$ cat src/rtl/kernel_irq_ctrl_if.sv
// Register access port of the kernel interrupt controller: one-cycle write/read strobes
// and registered read data.
`timescale 1ns/1ps
interface kernel_irq_ctrl_if;
  logic        reg_wr;
  logic        reg_rd;
  logic [1:0]  reg_addr;
  logic [31:0] reg_wdata;
  logic [31:0] reg_rdata;

  modport master (output reg_wr, reg_rd, reg_addr, reg_wdata, input reg_rdata);
  modport slave  (input reg_wr, reg_rd, reg_addr, reg_wdata, output reg_rdata);
endinterface

$ cat src/rtl/kernel_irq_ctrl.sv
// Coalesces kernel-done edges by count/timeout into one host irq line; irq_out 2 cycles after a
// threshold event, read data 1 cycle after reg_rd; no backpressure, strobes are always accepted.
`timescale 1ns/1ps
module kernel_irq_ctrl #(
  parameter int ACK_LEN = 4
) (
  input  logic               dma_axi_aclk,
  input  logic               dma_axi_areset,
  input  logic               kernel_irq,
  output logic               kernel_ack,
  output logic               irq_out,
  kernel_irq_ctrl_if.slave   reg_if
);

  logic        r_irq_d;
  logic [31:0] r_ctrl;
  logic        r_pending;
  logic        r_ovf;
  logic [7:0]  r_event_cnt;
  logic [31:0] r_total;
  logic [15:0] r_timer;
  logic [3:0]  r_ack_cnt;
  logic        r_irq_out;
  logic [31:0] r_rdata;

  logic        w_event;
  logic        w_wr_ctrl;
  logic        w_wr_status;
  logic        w_wr_total;
  logic        w_clr;
  logic [7:0]  w_thresh_eff;
  logic [15:0] w_timeout;
  logic        w_armed;
  logic        w_timeout_hit;
  logic [7:0]  w_cnt_base;
  logic [7:0]  w_cnt_nxt;
  logic        w_pending_nxt;
  logic        w_ovf_nxt;
  logic [15:0] w_timer_nxt;
  logic [31:0] w_total_nxt;
  logic [31:0] w_rd_mux;

  assign w_event       = kernel_irq & ~r_irq_d;
  assign w_wr_ctrl     = reg_if.reg_wr && (reg_if.reg_addr == 2'd0);
  assign w_wr_status   = reg_if.reg_wr && (reg_if.reg_addr == 2'd1);
  assign w_wr_total    = reg_if.reg_wr && (reg_if.reg_addr == 2'd2);
  assign w_clr         = w_wr_status && reg_if.reg_wdata[0] && r_pending;
  assign w_thresh_eff  = (r_ctrl[15:8] == 8'd0) ? 8'd1 : r_ctrl[15:8];
  assign w_timeout     = r_ctrl[31:16];
  assign w_armed       = !r_pending && (r_event_cnt != 8'd0);
  assign w_timeout_hit = w_armed && (w_timeout != 16'd0) && (r_timer == w_timeout);

  // A host clear is applied before a coincident event is counted.
  always_comb begin
    w_cnt_base    = w_clr ? 8'd0 : r_event_cnt;
    w_cnt_nxt     = w_cnt_base;
    w_pending_nxt = w_clr ? 1'b0 : r_pending;
    w_ovf_nxt     = (w_wr_status && reg_if.reg_wdata[1]) ? 1'b0 : r_ovf;
    w_timer_nxt   = r_timer + 16'd1;
    w_total_nxt   = r_total;
    if (w_event) begin
      w_total_nxt = r_total + 32'd1;
      if (w_cnt_base == 8'hFF) begin
        w_ovf_nxt = 1'b1;
      end else begin
        w_cnt_nxt = w_cnt_base + 8'd1;
      end
      if (!w_pending_nxt && (({1'b0, w_cnt_base} + 9'd1) >= {1'b0, w_thresh_eff})) begin
        w_pending_nxt = 1'b1;
      end
    end
    if (w_timeout_hit) begin
      w_pending_nxt = 1'b1;
    end
    if (w_clr || !w_armed || w_timeout_hit) begin
      w_timer_nxt = 16'd0;
    end
    if (w_wr_total) begin
      w_total_nxt = w_event ? 32'd1 : 32'd0;
    end
  end

  always_comb begin
    w_rd_mux = 32'd0;
    case (reg_if.reg_addr)
      2'd0:    w_rd_mux = r_ctrl;
      2'd1:    w_rd_mux = {8'd0, r_event_cnt, 14'd0, r_ovf, r_pending};
      2'd2:    w_rd_mux = r_total;
      default: w_rd_mux = 32'd0;
    endcase
  end

  always_ff @(posedge dma_axi_aclk or posedge dma_axi_areset) begin
    if (dma_axi_areset) begin
      r_irq_d     <= 1'b0;
      r_ctrl      <= 32'h0000_0100;
      r_pending   <= 1'b0;
      r_ovf       <= 1'b0;
      r_event_cnt <= 8'd0;
      r_total     <= 32'd0;
      r_timer     <= 16'd0;
      r_ack_cnt   <= 4'd0;
      r_irq_out   <= 1'b0;
      r_rdata     <= 32'd0;
    end else begin
      r_irq_d     <= kernel_irq;
      r_pending   <= w_pending_nxt;
      r_ovf       <= w_ovf_nxt;
      r_event_cnt <= w_cnt_nxt;
      r_total     <= w_total_nxt;
      r_timer     <= w_timer_nxt;
      r_irq_out   <= r_pending & r_ctrl[0];
      if (w_wr_ctrl) begin
        r_ctrl <= reg_if.reg_wdata & 32'hFFFF_FF01;
      end
      if (w_clr) begin
        r_ack_cnt <= 4'(ACK_LEN);
      end else if (r_ack_cnt != 4'd0) begin
        r_ack_cnt <= r_ack_cnt - 4'd1;
      end
      if (reg_if.reg_rd) begin
        r_rdata <= w_rd_mux;
      end
    end
  end

  assign kernel_ack       = (r_ack_cnt != 4'd0);
  assign irq_out          = r_irq_out;
  assign reg_if.reg_rdata = r_rdata;

endmodule
$ cat src/flat_wrapper.sv
// flat-port wrapper written by rule: the top's interface ports become plain ports
module kernel_irq_ctrl_flat 
#(
  parameter int ACK_LEN = 4
)
  (dma_axi_aclk, dma_axi_areset, kernel_irq, kernel_ack, irq_out, reg_if_reg_wr, reg_if_reg_rd, reg_if_reg_addr, reg_if_reg_wdata, reg_if_reg_rdata);
  kernel_irq_ctrl_if reg_if_i ();
  input  logic dma_axi_aclk;
  input  logic dma_axi_areset;
  input  logic kernel_irq;
  output logic kernel_ack;
  output logic irq_out;
  input wire logic [$bits(reg_if_i.reg_wr)-1:0] reg_if_reg_wr;
  input wire logic [$bits(reg_if_i.reg_rd)-1:0] reg_if_reg_rd;
  input wire logic [$bits(reg_if_i.reg_addr)-1:0] reg_if_reg_addr;
  input wire logic [$bits(reg_if_i.reg_wdata)-1:0] reg_if_reg_wdata;
  output wire logic [$bits(reg_if_i.reg_rdata)-1:0] reg_if_reg_rdata;
  assign reg_if_i.reg_wr = reg_if_reg_wr;
  assign reg_if_i.reg_rd = reg_if_reg_rd;
  assign reg_if_i.reg_addr = reg_if_reg_addr;
  assign reg_if_i.reg_wdata = reg_if_reg_wdata;
  assign reg_if_reg_rdata = reg_if_i.reg_rdata;
  kernel_irq_ctrl #(.ACK_LEN(ACK_LEN)) u_core (.dma_axi_aclk(dma_axi_aclk), .dma_axi_areset(dma_axi_areset), .kernel_irq(kernel_irq), .kernel_ack(kernel_ack), .irq_out(irq_out), .reg_if(reg_if_i));
endmodule
$ cat config.mk
export PLATFORM = sky130hd
export DESIGN_NAME = kernel_irq_ctrl_flat
export DESIGN_NICKNAME = d
export VERILOG_FILES = /design/src/rtl/kernel_irq_ctrl_if.sv /design/src/rtl/kernel_irq_ctrl.sv /design/src/flat_wrapper.sv
export SDC_FILE = /design/constraint.sdc
export NUM_CORES = 1
export LEC_CHECK = 0
export BUFFER_PORTS_ARGS = -buffer_cell sky130_fd_sc_hd__clkbuf_2
export CORE_MARGIN = 2
export CORE_UTILIZATION = 58
export CTS_CLUSTER_SIZE = 28
export DETAILED_ROUTE_END_ITERATION = 7
export GPL_TIMING_DRIVEN = 1
export PLACE_DENSITY = 0.84
export SLEW_MARGIN = 10
export SYNTH_ARGS = -nofsm -noshare
export SYNTH_HDL_FRONTEND = slang
export SYNTH_SLANG_ARGS = --single-unit
$ cat constraint.sdc
create_clock -name dma_axi_aclk -period 4.42 [get_ports dma_axi_aclk]
set_input_delay 0.884 -clock dma_axi_aclk [delete_from_list [all_inputs] [get_ports dma_axi_aclk]]
set_output_delay 0.884 -clock dma_axi_aclk [all_outputs]
set_load 0.02 [all_outputs]
# Word-level counts from Yosys, hierarchy flattened

Cells that the tools add are included.

Bits in registers: 121
Latch bits: 0
Memory bits (writable): 0
Memory bits (read-only): 0
Output and inout port bits: 34
Logic and storage cells: 63
Memories: 0

Add/subtract/negate cells: 5
$mul: 0
Div/mod/pow operators: 0
$lt $le $gt $ge: 1
Eq/ne operators: 4
Shifts and indexed selects: 0
Muxes and demuxes: 18
Bitwise operators: 3
Reduce and logical (&&, ||, !) cells: 22

Operators by type and width:

| operator                                                            | number |
|---|---|
| 32-bit one-hot mux with 3 select lines                              | 1 |
| 32-bit 2-to-1 mux                                                   | 2 |
| 32-bit by 1-bit adder with 32-bit output (second input constant)    | 1 |
| 8-bit 2-to-1 mux                                                    | 4 |
| 16-bit by 1-bit adder with 16-bit output (second input constant)    | 1 |
| 16-bit == test                                                      | 1 |
| 16-bit 2-to-1 mux                                                   | 1 |
| 16-bit nonzero test                                                 | 1 |
| 1-bit logical AND                                                   | 10 |
| 8-bit by 1-bit adder with 9-bit output (second input constant)      | 1 |
| 9-bit by 8-bit >= comparator with 1-bit output                      | 1 |
| 8-bit by 1-bit adder with 8-bit output (second input constant)      | 1 |
| 8-bit == test (second input constant)                               | 1 |
| 8-bit logical NOT                                                   | 1 |
| 1-bit 2-to-1 mux                                                    | 8 |
| 4-bit 2-to-1 mux                                                    | 2 |
| 8-bit nonzero test                                                  | 1 |
| 2-bit nonzero test                                                  | 2 |
| 4-bit nonzero test                                                  | 1 |
| 4-bit by 1-bit subtractor with 4-bit output (second input constant) | 1 |
| 1-bit logical NOT                                                   | 3 |
| 1-bit AND                                                           | 2 |
| 2-bit by 1-bit == test with 1-bit output (second input constant)    | 1 |
| 2-bit == test (second input constant)                               | 1 |
| other kinds (3)                                                     | 4 |

# Depth between registers and ports, before layout

Gate-level depths: netlist of the first run.

Word-level depth: 11
Mapped depth: 15
Depth with buffers taken out: 14

# Worst setup path before layout of the first run

Ideal clock, no wire load.

Kind: input-to-reg
From: input reg_if_reg_addr[0]
To: register u_core.r_pending
Arrival: 3.202 ns
Data required time: 4.300 ns
Setup slack: 1.097 ns
Stages: 15
Path buffers: 1
Path through: buf_6 and4b_1 nand2_1 and2_1 ha_1 and3_1 nand3_1 xor2_1 nor2_1 ha_1 nand4_1 nor2_1 nor3_1 o211ai_1 a31o_2

Cells in the longest elaborated chain, start to end: 11
Elaborated cells on any way between the ends: 13
Those cells by class: 1 x add/sub; 1 x order compare; 1 x eq/ne; 5 x mux; 5 x reduce/logical

RTL lines:

| what                                           | line                   | source |
|---|---|---|
| from (decl)                                    | flat_wrapper.sv:15     | `input wire logic [$bits(reg_if_i.reg_addr)-1:0] reg_if_reg_addr;` |
| 2-bit by 1-bit == test with 1-bit output *     | kernel_irq_ctrl.sv:45  | `assign w_wr_status = reg_if.reg_wr && (reg_if.reg_addr == 2'd1);` |
| 1-bit logical AND *                            | kernel_irq_ctrl.sv:45  |  |
| 1-bit logical AND * (2 in a row)               | kernel_irq_ctrl.sv:47  | `assign w_clr = w_wr_status && reg_if.reg_wdata[0] && r_pending;` |
| 8-bit 2-to-1 mux                               | kernel_irq_ctrl.sv:55  | `w_cnt_base = w_clr ? 8'd0 : r_event_cnt;` |
| 8-bit by 1-bit adder with 9-bit output         | kernel_irq_ctrl.sv:68  | `if (!w_pending_nxt && (({1'b0, w_cnt_base} + 9'd1) >= {1'b0, w_thresh_eff})) begin` |
| 9-bit by 8-bit >= comparator with 1-bit output | kernel_irq_ctrl.sv:68  |  |
| 1-bit logical AND                              | kernel_irq_ctrl.sv:68  |  |
| 1-bit 2-to-1 mux                               | kernel_irq_ctrl.sv:68  |  |
| 1-bit 2-to-1 mux *                             | kernel_irq_ctrl.sv:61  | `if (w_event) begin` |
| 1-bit 2-to-1 mux *                             | kernel_irq_ctrl.sv:72  | `if (w_timeout_hit) begin` |
| via u_core.w_pending_nxt                       | kernel_irq_ctrl.sv:37  | `logic w_pending_nxt;` |
| to (signal assigned)                           | kernel_irq_ctrl.sv:107 | `r_pending <= w_pending_nxt;` |
| to (decl)                                      | kernel_irq_ctrl.sv:17  | `logic r_pending;` |

Mark *: on every way through the listed nets, which the timed path passes. The rest lies on a longest branch.
A chain may end at the register's enable or synchronous reset.

# Final worst setup path of the first run

From: input reg_if_reg_addr[1]
To: register u_core.r_pending

The elaborated chain is that of the path after synthesis.

==> qor.csv, run 1 <==
stage,metric,value,unit
finish,diodes,0,
die,row_count,37,
global_route,grt_pass1_wl,25560,um
clocking,cts_tree,done,
yosys,synth.distinct_cells,46,
sta,fin_tns_setup,0,ns
power_and_ir_drop,p_per_area,507.4,nW/um^2
sta,final_max_slew_viol_count,0,
clocking,cts_root_buf,clkbuf_8,
clocking,clk_path_buf_depth,2,
setup_path,r2r-start,u_core.r_pending$_DFF_PP0_,
hold_path,hold_end,u_core.r_irq_d$_DFF_PP0_,
finish,final_core_util,69.97,%
clocking,htree_levels,4,
clocking,worstSkewPairLatency,0.55,ns
drt,ant_nets,0,
hold_path,worstHoldStart,kernel_irq,
sta,final.min_clock_period,3.290,ns
finish,final_cell_mix,"dfrtp_1, nor2_1, clkbuf_2, inv_1",
global_route,grt_overflow,0,
yosys,ys.warnings.count,0,
placed_design,place.gp.congestion,0.9478,
global_route,grt_antenna_before_repair,0,
power_and_ir_drop,internal_power,0.002507,W
yosys,postSynthCellCount,625,
yosys,synth_seq_cells,121,
placed_design,hpwl,10020,um
status,outcome,finished clean,
run,max-cap-violations,0,
power_and_ir_drop,combPwrFrac,20.8,%
global_route,grt_use_met2,47.95,%
yosys,yosys.area_share.xor_xnor,9.571,%
clocking,cts_buffers,17,
clocking,cts_setup_buffers,0,
setup_path,path_class,input pin to flop,
finish,drive_above_1_share,19.26,%
clocking,ctsResizeCount,0,
die,initial_core_util,59.65,%
yosys,synth_mux_area_share,7.735,%
hold_path,whs_path_depth,1,
global_route,grt_pass1_vias,5115,
setup_path,start_kind,input pin,
power_and_ir_drop,switching_share,31.29,%
setup_path,cpPeakStageDelay,0.35,ns
setup_path,critical_path.slowest_cell,and4b_1,
finish,num-nets-final,741,
sta,hold_violations,0,
yosys,synth-edff-count,0,
sta,max_freq,304.0,MHz
power_and_ir_drop,power.share.clock,39.2,%
finish,layout_commonest_cell,dfrtp_1,
die,die_w,106.8,um
yosys,synth-simple-area-share,18.33,%
sta,rsz0062_at_grt,false,
die,io_pins,73,
hold_path,hold_path.class,input pin to flop,
yosys,synth_fp_nets,677,
sta,tightest_slew,1.105,ns
setup_path,crit_required,4.84,ns
sta,setup_viol,0,
yosys,netlist_area,6131,um^2
drt,dr.pass1.iters,5,
global_route,busiest_layer,met2,
setup_path,r2r_slack,1.45,ns
power_and_ir_drop,ir_drop,0.3596,mV
setup_path,crit_arrival,3.71,ns
setup_path,r2r_cells,13,
global_route,grt_util_met3,6.809,%
power_and_ir_drop,seq_power_share,40.0,%
sta,relSlewSlack,25.87,%
global_route,grtUsageMet1,37.41,%
yosys,synth_top_family_by_area,simple AND/OR/NAND/NOR gates,
placed_design,numPortBuffers,66,
power_and_ir_drop,power_switching,0.001142,W
drt,drt_iter0_drc,660,
drt,avgRoutedWirePerCell,18.29,um
drt,viasPerCell,6.011,
global_route,grt_max_degree,78,
power_and_ir_drop,p_leak,3.270,nW
clocking,cts_sinks,121,
setup_path,critPathMaxFanout,6,
yosys,avgSynthCellArea,9.809,um^2
yosys,synth_compound_area_share,7.673,%
clocking,clkSlewWorstSetupHoldPaths,0.06,ns
sta,fin_skew,0.01020,ns
drt,finalWirelength,15310,um
power_and_ir_drop,totalPowerFinal,0.003649,W
setup_path,critPathCaptureType,flop,
yosys,async_flop_share,100.0,%
yosys,synth-adder-area-share,2.653,%
sta,period_share,74.43,%
yosys,ys_seq_area_share,49.41,%
die,coreArea,10280,um^2
die,die_y,106.8,um
finish,syn_to_final_growth,17.29,%
yosys,yosys_most_used_dff,dfrtp_1,
drt,drc,0,
setup_path,r2r-end,u_core.r_pending$_DFF_PP0_,
global_route,track_usage,29.24,%
die,dieArea,11410,um^2
clocking,ctsHoldBuffers,0,
drt,vias,5031,
setup_path,cp_cell_sequence,clkbuf_2 > and4b_1 > nand2_1 > and2_1 > ha_1 > and3_1 > nand3_1 > xor2_1 > nor2_1 > ha_1 > nand4_1 > nor2_1 > nor3_1 > o211ai_1 > a31o_2,
## area by class of cell
| type | count | area [um^2] |
|---|---|---|
| Timing Repair Buffer | 76 | 405.4 |
| Multi-Input combinational cell | 431 | 2820 |
| Clock inverter | 13 | 177.7 |
| Tap cell | 136 | 170.2 |
| Sequential cell | 121 | 3029 |
| Fill cell | 726 | 3087 |
| Inverter | 42 | 160.2 |
| Clock buffer | 18 | 427.9 |
## power by group through the flow
stage / logic [W] / registers, W / clock network, W
after global routing: 0.000857 / 0.00148 / 0.00149
after global placement: 0.000700 / 0.00146 / 0
after CTS: 0.000762 / 0.00145 / 0.00143
final: 0.000760 / 0.00146 / 0.00143
after detailed placement: 0.000743 / 0.00147 / 0
after floorplan: 0.000546 / 0.00143 / 0
## cell families (layout without fill, tap and decap cells)
| logic type | Yosys count | count (layout) |
|---|---|---|
| AOI/OAI and AO/OA | 81 | 81 |
| and+or+nand+nor | 225 | 225 |
| buffers and inverters | 73 | 149 |
| DFF | 121 | 121 |
| xor gates and xnor gates | 67 | 67 |
| muxes | 45 | 45 |
| adders and majority gates | 13 | 13 |
## state kept, by name, indices dropped and copies added, names as in the netlist
| signal | count |
|---|---|
| u_core.r_total | 32 |
| u_core.reg_if.reg_rdata | 32 |
| u_core.r_ctrl | 25 |
| u_core.r_timer | 16 |
| u_core.r_event_cnt | 8 |
| u_core.r_ack_cnt | 4 |
| u_core.irq_out | 1 |
| u_core.r_irq_d | 1 |
| u_core.r_ovf | 1 |
| u_core.r_pending | 1 |
## routing by layer
metal / vias to the layer above / share of wire [%]
met5: - / 0
li1: 2283 / -
met3: 43 / 6.7
met2: 249 / 51
met1: 2456 / 39
met4: 0 / 2.7
## worst max path at each step
stage	from	end	slack, ns
2_1_floorplan	dma_axi_areset	u_core.irq_out$_DFF_PP0_	0.32
3_3_place_gp	reg_if_reg_addr[1]	u_core.r_pending$_DFF_PP0_	0.82
3_5_place_dp	reg_if_reg_addr[1]	u_core.r_pending$_DFF_PP0_	0.68
4_1_cts	reg_if_reg_addr[1]	u_core.r_pending$_DFF_PP0_	1.20
5_1_grt	reg_if_reg_addr[1]	u_core.r_pending$_DFF_PP0_	0.89
6_report	reg_if_reg_addr[1]	u_core.r_pending$_DFF_PP0_	1.13
## critical path: cells and delay by family
family | cells | cell delay [ns]
adders and majority gates | 2 | 0.58
and+or+nand+nor | 9 | 1.57
buffers and inverters | 1 | 0.11
xor gates and xnor gates | 1 | 0.16
AOI/OAI and AO/OA | 2 | 0.40
## through the flow
stage / area (um^2) / instances / worst slack, ns / hold WS (ns)
global placement: 6585 / 806 / 0.8245 / 0.4852
finish: 7191 / 837 / 1.130 / 0.4772
CTS: 7191 / 837 / 1.200 / 0.4762
global route: 7191 / 837 / 0.8916 / 0.4744
detailed placement: 6585 / 806 / 0.6795 / 0.4906
floorplan: 6131 / 625 / 0.3235 / 0.4664
## synth_stat cells, drive strengths merged (2+ instances only)
master / instances / share of area (%)
buf: 8 / 0.65
xor2: 33 / 4.7
mux2i: 26 / 4.2
nand4: 8 / 0.82
dfrtp: 120 / 49
nor4b: 3 / 0.43
o31ai: 3 / 0.37
and2: 6 / 0.61
and4: 6 / 0.90
clkbuf: 23 / 1.4
xnor2: 34 / 4.9
nor2: 75 / 4.6
nor3: 16 / 1.3
a21oi: 29 / 2.4
nor2b: 5 / 0.51
nand2: 35 / 2.2
a41o: 2 / 0.33
nand3: 30 / 2.5
or4: 3 / 0.37
or3: 4 / 0.41
mux2: 19 / 3.5
o211ai: 2 / 0.24
a211oi: 3 / 0.37
nand2b: 3 / 0.31
o21ai: 20 / 1.6
o22ai: 18 / 1.8
inv: 42 / 2.6
nor4: 19 / 1.9
ha: 13 / 2.7
and3: 8 / 0.90
No activity file was read; power rests on OpenSTA's default activity.
==> run 2: changes to the inputs <==
CORE_UTILIZATION = 53   (was 58)
PLACE_DENSITY = 0.82   (was 0.84)
clock period = 2.7 ns   (was 4.42 ns; I/O delays follow)
==> qor.csv, run 2 (synthesis gave the netlist of run 1 again) <==
stage,metric,value,unit,change
run,max-cap-violations,0,,unchanged
status,outcome,finished clean,,unchanged
placed_design,dp.cells,828,,was 806
placed_design,hpwl,10090,um,"was 10,020 um"
power_and_ir_drop,p_leak,3.369,nW,was 3.270 nW
sta,final_max_slew_viol_count,0,,unchanged
global_route,grt_pass1_vias,5035,,"was 5,115"
sta,rsz0062_at_grt,false,,unchanged
finish,diodes,0,,unchanged
finish,final_cell_mix,"dfrtp_1, nor2_1, clkbuf_2, inv_1, xnor2_1",,"was dfrtp_1, nor2_1, clkbuf_2, inv_1"
finish,instances_no_fill,860,,was 837
clocking,cts_setup_buffers,0,,unchanged
sta,tightest_slew,0.6786,ns,was 1.105 ns
global_route,grt_pass1_wl,24620,um,"was 25,560 um"
clocking,cts_sinks,121,,unchanged
setup_path,critPathMaxFanout,4,,was 6
finish,design_area,7360,um^2,was 7191 um^2
drt,dr.pass1.iters,5,,unchanged
setup_path,crit_required,3.00,ns,was 4.84 ns
placed_design,postPlaceCellArea,6750,um^2,was 6585 um^2
power_and_ir_drop,totalPowerFinal,0.006042,W,was 0.003649 W
finish,drive_above_1_share,22.04,%,was 19.26%
drt,viasPerCell,5.758,,was 6.011
drt,ant_nets,0,,unchanged
setup_path,critPathCaptureType,flop,,unchanged
sta,setup_viol,0,,unchanged
sta,relSlewSlack,54.76,%,was 25.87%
die,row_count,39,,was 37
clocking,clkSlewWorstSetupHoldPaths,0.06,ns,about the same
die,initial_core_util,53.92,%,was 59.65%
drt,met3_length,891,um,was 1029 um
clocking,cts_root_buf,clkbuf_16,,was clkbuf_8
drt,vias,4952,,"was 5,031"
clocking,cts_tree,done,,unchanged
drt,finalWirelength,14610,um,"was 15,310 um"
clocking,htree_levels,4,,unchanged
finish,num-nets-final,756,,was 741
sta,fin_tns_setup,0,ns,unchanged
hold_path,hold_path.class,input pin to async pin,,was input pin to flop
placed_design,numPortBuffers,66,,unchanged
die,io_pins,73,,unchanged
global_route,grt_overflow,0,,unchanged
die,coreArea,11370,um^2,"was 10,280 um^2"
placed_design,place.gp.congestion,0.9230,,was 0.9478
drt,met1_length,6242,um,was 6018 um
sta,fin_skew,0.007653,ns,was 0.01020 ns
die,die_w,111.6,um,was 106.8 um
die,dieArea,12440,um^2,"was 11,410 um^2"
global_route,grt_antenna_before_repair,0,,unchanged
drt,drc,0,,unchanged
sta,period_share,96.12,%,
global_route,track_usage,24.92,%,was 29.24%
setup_path,path_class,input pin to flop,,unchanged
clocking,clk_path_buf_depth,2,,unchanged
drt,drt_iter0_drc,476,,was 660
die,die_y,111.6,um,was 106.8 um
clocking,worstSkewPairLatency,0.42,ns,was 0.55 ns
power_and_ir_drop,p_per_area,820.9,nW/um^2,was 507.4 nW/um^2
clocking,cts_buffers,17,,unchanged
finish,syn_to_final_growth,20.04,%,was 17.29%
sta,hold_violations,0,,unchanged
global_route,grt_max_degree,106,,was 78
power_and_ir_drop,ir_drop,0.6682,mV,was 0.3596 mV
setup_path,crit_arrival,2.90,ns,was 3.71 ns
drt,routed-wl-met2,7208,um,was 7839 um
finish,layout_commonest_cell,dfrtp_1,,unchanged
drt,highest_layer,met4,,unchanged
sta,max_freq,385.3,MHz,
setup_path,start_kind,input pin,,unchanged
sta,final.min_clock_period,2.595,ns,
drt,avgRoutedWirePerCell,16.99,um,was 18.29 um
run 2: cell count changes in the layout (fill, tap and decap cells not counted), moves of 2 or more:
cell        before  now
and2_4           0    2
bufinv_16        4    2
clkbuf_8         2    6
clkinvlp_4       5    1
buf_4           10   24
clkinv_2         4    6
and2_1           6    4
run 2: stage by stage:
step / hold WS (ns) / util (%) / worst slack, ns
after global placement: 0.4837 / 59.37 / -0.2083
after floorplan: 0.4664 / - / -0.1327
after CTS: 0.09441 / 64.66 / 0.09586
final: 0.09372 / 64.73 / 0.1048
after global routing: 0.1174 / 64.73 / 0.02231
after detailed placement: 0.5121 / 59.37 / -0.2712
run 2: worst paths after layout:
check / start / end / slack, ns / cells past startpoint
worst min register to register: u_core.reg_if.reg_rdata[7]$_DFFE_PP0P_ / u_core.reg_if.reg_rdata[7]$_DFFE_PP0P_ / 0.52 / 2
worst min-delay path: dma_axi_areset / u_core.reg_if.reg_rdata[4]$_DFFE_PP0P_ / 0.09 / 2
min in group dma_axi_aclk: kernel_irq / u_core.r_irq_d$_DFF_PP0_ / 0.28 / 1
max in group asynchronous: dma_axi_areset / u_core.r_timer[7]$_DFF_PP0_ / 1.75 / 3
worst max register to register: u_core.r_event_cnt[1]$_DFF_PP0_ / u_core.r_pending$_DFF_PP0_ / 0.19 / 11
worst max-delay path: reg_if_reg_wr / u_core.r_pending$_DFF_PP0_ / 0.10 / 13
run 2: area by class of cell:
| class | count | area (um^2) |
|---|---|---|
| clock buffer | 24 | 511.7 |
| clock inverter | 8 | 90.09 |
| fill | 859 | 4010 |
| inverter | 42 | 161.4 |
| multi-input combinational | 431 | 2856 |
| sequential | 121 | 3030 |
| tap | 143 | 178.9 |
| timing repair buffer | 91 | 530.5 |
run 2: where the power goes:
part / switching (W) / internal, W / total [W] / leakage, nW
Sequential: 0.000290 / 0.00207 / 0.00236 / 1.58
Clock: 0.000789 / 0.00149 / 0.00228 / 0.306
Combinational: 0.000778 / 0.000620 / 0.00140 / 1.48
Total: 0.00186 / 0.00418 / 0.00604 / 3.37
run 2: what timing repair did:
item / in CTS / in global routing
resized for setup: 0 / 3
endpoints found under the setup margin: 0 / 1
hold buffers: 0 / 0
run 2: worst max-delay path: stages:
cell and delay [ns]:
clkbuf_2 0.14, and4b_1 0.29, nand2_2 0.10, and2_4 0.16, ha_4 0.15, buf_4 0.13
xnor2_1 0.12, ha_1 0.32, a211oi_1 0.24, o22ai_1 0.12, nor3_1 0.20, o211ai_1 0.14
a31o_2 0.24
run 2: per-layer routing:
metal	global-route usage (%)	vias up
met5	0	-
met4	8.971	0
met3	6.968	24
met2	40.77	170
met1	32.01	2448
li1	-	2310
==> run 3: changes to the inputs <==
ABC_AREA = 1   (was unset)
HOLD_SLACK_MARGIN = 0.03   (was unset)
PLACE_DENSITY = 0.81   (was 0.82)
==> qor.csv, run 3 <==
stage,metric,value,unit,change
run,max-cap-violations,0,,unchanged
placed_design,place.gp.congestion,0.9137,,was 0.9230
drt,dr.pass1.iters,7,,was 5
setup_path,r2r-end,u_core.r_pending$_DFF_PP0_,,unchanged
die,dieArea,13360,um^2,"was 12,440 um^2"
setup_path,critical_path.slowest_cell,dfrtp_2,,was ha_1
die,initial_core_util,54.72,%,was 53.92%
clocking,ctsHoldBuffers,0,,unchanged
yosys,yosysMostFrequentCell,nand2_1,,was dfrtp_1
yosys,synth_mux_area_share,2.730,%,was 7.735%
die,row_count,40,,was 39
drt,drt_iter0_drc,560,,was 476
setup_path,start_kind,flop,,was input pin
finish,syn_to_final_growth,19.45,%,was 20.04%
finish,drive_above_1_share,18.23,%,was 22.04%
power_and_ir_drop,totalPowerFinal,0.006135,W,was 0.006042 W
power_and_ir_drop,p_per_area,778.2,nW/um^2,was 820.9 nW/um^2
setup_path,crit_required,3.00,ns,about the same
global_route,track_usage,25.99,%,was 24.92%
clocking,cts_tree,done,,unchanged
yosys,yosys-top-cells-count,"nand2_1, dfrtp_1, nor2_1",,"was dfrtp_1, nor2_1, inv_1"
global_route,grt_pass1_vias,5552,,"was 5,035"
power_and_ir_drop,ir_drop,0.5549,mV,was 0.6682 mV
yosys,synth_top_area_cell,dfrtp_1,,unchanged
finish,final_cell_mix,"nand2_1, dfrtp_1, nor2_1, inv_1, clkbuf_2",,"was dfrtp_1, nor2_1, clkbuf_2, inv_1, xnor2_1"
clocking,clk_path_buf_depth,2,,unchanged
placed_design,postPlaceCellArea,7213,um^2,was 6750 um^2
drt,ant_nets,0,,unchanged
sta,period_share,93.03,%,was 96.12%
sta,fin_ws,0.1883,ns,was 0.1048 ns
clocking,htree_levels,4,,unchanged
drt,vias,5915,,"was 4,952"
finish,diodes,0,,unchanged
yosys,async_flop_share,100.0,%,unchanged
setup_path,r2r_slack,0.19,ns,about the same
hold_path,hold_path.class,input pin to async pin,,unchanged
setup_path,crit_top_cell,nand2_1,,
placed_design,numPortBuffers,66,,unchanged
setup_path,critPathCaptureType,flop,,unchanged
placed_design,hpwl,11440,um,"was 10,090 um"
yosys,synth-edff-count,0,,unchanged
yosys,netlist_area,6600,um^2,was 6131 um^2
yosys,synth.distinct_cells,46,,unchanged
drt,avgRoutedWirePerCell,14.83,um,was 16.99 um
yosys,ys_seq_area_share,45.90,%,was 49.41%
clocking,cts_sinks,121,,unchanged
die,die_y,115.6,um,was 111.6 um
setup_path,r2r_cells,14,,was 11
sta,tightest_slew,0.6068,ns,was 0.6786 ns
yosys,synth_top_area_share,45.50,%,was 48.98%
global_route,grt_max_degree,51,,was 106
drt,drc,0,,unchanged
yosys,postSynthCellCount,829,,was 625
setup_path,r2r-start,u_core.r_pending$_DFF_PP0_,,was u_core.r_event_cnt[1]$_DFF_PP0_
finish,num-nets-final,966,,was 756
yosys,ys.warnings.count,0,,unchanged
drt,finalWirelength,16240,um,"was 14,610 um"
finish,layout_commonest_cell,nand2_1,,was dfrtp_1
sta,max_freq,398.1,MHz,was 385.3 MHz
finish,design_area,7884,um^2,was 7360 um^2
global_route,grt_antenna_before_repair,0,,unchanged
clocking,cts_root_buf,clkbuf_16,,unchanged
yosys,synth_seq_cells,121,,unchanged
setup_path,crit_arrival,2.81,ns,was 2.90 ns
sta,fin_skew,0.007759,ns,was 0.007653 ns
setup_path,cpPeakStageDelay,0.44,ns,was 0.32 ns
die,io_pins,73,,unchanged
sta,final_max_slew_viol_count,0,,unchanged
status,outcome,finished clean,,unchanged
sta,final.min_clock_period,2.512,ns,was 2.595 ns
setup_path,path_class,flop to flop,,was input pin to flop
setup_path,cp_cell_sequence,nand4_4 > nand2_1 > inv_2 > ha_2 > nand4_1 > nor2_2 > xor2_2 > ha_1 > nand2_1 > inv_1 > a41oi_1 > nand3_1 > nand2_1 > nand2_1,,was clkbuf_2 > and4b_1 > nand2_2 > and2_4 > ha_4 > buf_4 > xnor2_1 > ha_1 > a211oi_1 > o22ai_1 > nor3_1 > o211ai_1 > a31o_2
clocking,worstSkewPairLatency,0.42,ns,about the same
yosys,synth-adder-area-share,2.464,%,was 2.653%
yosys,yosys_most_used_dff,dfrtp_1,,unchanged
yosys,synth_fp_nets,881,,was 677
power_and_ir_drop,p_leak,3.800,nW,was 3.369 nW
setup_path,critPathMaxFanout,4,,unchanged
yosys,yosys.area_share.xor_xnor,3.450,%,was 9.571%
yosys,avgSynthCellArea,7.961,um^2,was 9.809 um^2
die,coreArea,12060,um^2,"was 11,370 um^2"
global_route,grt_pass1_wl,26910,um,"was 24,620 um"
yosys,synth_top_family_by_area,simple AND/OR/NAND/NOR gates,,unchanged
yosys,synth-simple-area-share,27.96,%,was 18.33%
placed_design,pre_cts_ws,-0.07308,ns,was -0.2712 ns
clocking,clkSlewWorstSetupHoldPaths,0.05,ns,was 0.06 ns
sta,relSlewSlack,59.55,%,was 54.76%
yosys,yosys-top-cells-area,"dfrtp_1, nand2_1, nor2_1, inv_1, nand3_1",,"was dfrtp_1, xnor2_1, xor2_1, nor2_1, mux2i_1"
yosys,synth_compound_area_share,9.668,%,was 7.673%
sta,hold_violations,0,,unchanged
die,die_w,115.6,um,was 111.6 um
sta,rsz0062_at_grt,false,,unchanged
drt,viasPerCell,5.402,,was 5.758
global_route,grt_overflow,0,,unchanged
clocking,cts_buffers,17,,unchanged
sta,setup_viol,0,,unchanged
==> run 3: layout make-up <==
class | instances | area [um^2]
Clock inverter | 8 | 140.1
Multi-Input combinational cell | 576 | 3077
Tap cell | 168 | 210.2
Sequential cell | 121 | 3030
Fill cell | 1011 | 4178
Clock buffer | 24 | 491.7
Inverter | 112 | 429.2
Timing Repair Buffer | 86 | 505.5
==> run 3: timing repair <==
action                     in CTS  in global routing
setup endpoints to repair       0                  1
gates resized for setup         0                  9
buffers inserted                0                  2
==> run 3: cells by family (layout without fill, tap and decap cells) <==
kind of cell	Yosys count	count (layout)
flops	121	121
xor+xnor	26	26
simple gates	412	412
compound gates	109	109
fa+ha+maj	13	13
mux	16	16
buf+inv	132	230
==> run 3: worst max-delay path: cells and delay by family, from the launching register on <==
kind / cells / cell delay (ns)
flops: 1 / 0.44
fa+ha+maj: 2 / 0.44
xor+xnor: 1 / 0.18
simple gates: 8 / 1.02
buf+inv: 2 / 0.13
compound gates: 1 / 0.17
==> run 3: worst max path at each step <==
stage	start	depth (start not counted)	slack [ns]	endpoint
global route	u_core.r_pending$_DFF_PP0_	14	0.02	u_core.r_pending$_DFF_PP0_
CTS	u_core.r_pending$_DFF_PP0_	14	0.15	u_core.r_pending$_DFF_PP0_
floorplan	reg_if_reg_addr[0]	17	0.08	u_core.r_pending$_DFF_PP0_
global placement	reg_if_reg_addr[1]	16	0.008	u_core.r_pending$_DFF_PP0_
finish	u_core.r_pending$_DFF_PP0_	14	0.19	u_core.r_pending$_DFF_PP0_
detailed placement	reg_if_reg_addr[1]	16	-0.07	u_core.r_pending$_DFF_PP0_
==> run 3: metal layers <==
metal	share of wire (%)	vias to the layer above	track usage [%]
li1	-	2876	-
met1	44	2762	35.05
met2	46	240	39.73
met3	7.2	37	7.218
met4	2.1	0	10.84
met5	0	-	0
==> run 3: power by group <==
group	internal, W	switching (W)	total, W
logic	0.000555	0.000801	0.00136
registers	0.00208	0.000268	0.00235
clock network	0.00164	0.000798	0.00243
==> run 3: per-stage QoR <==
stage                     utilization, %  std cells  TNS [ns]  hold slack (ns)
after global placement             59.80       1061         0           0.4617
after CTS                          65.04       1093         0           0.1685
after floorplan                        -        829         0           0.4390
final                              65.36       1095         0           0.1672
after global routing               65.36       1095         0           0.1980
after detailed placement           59.80       1061  -0.07308           0.4630
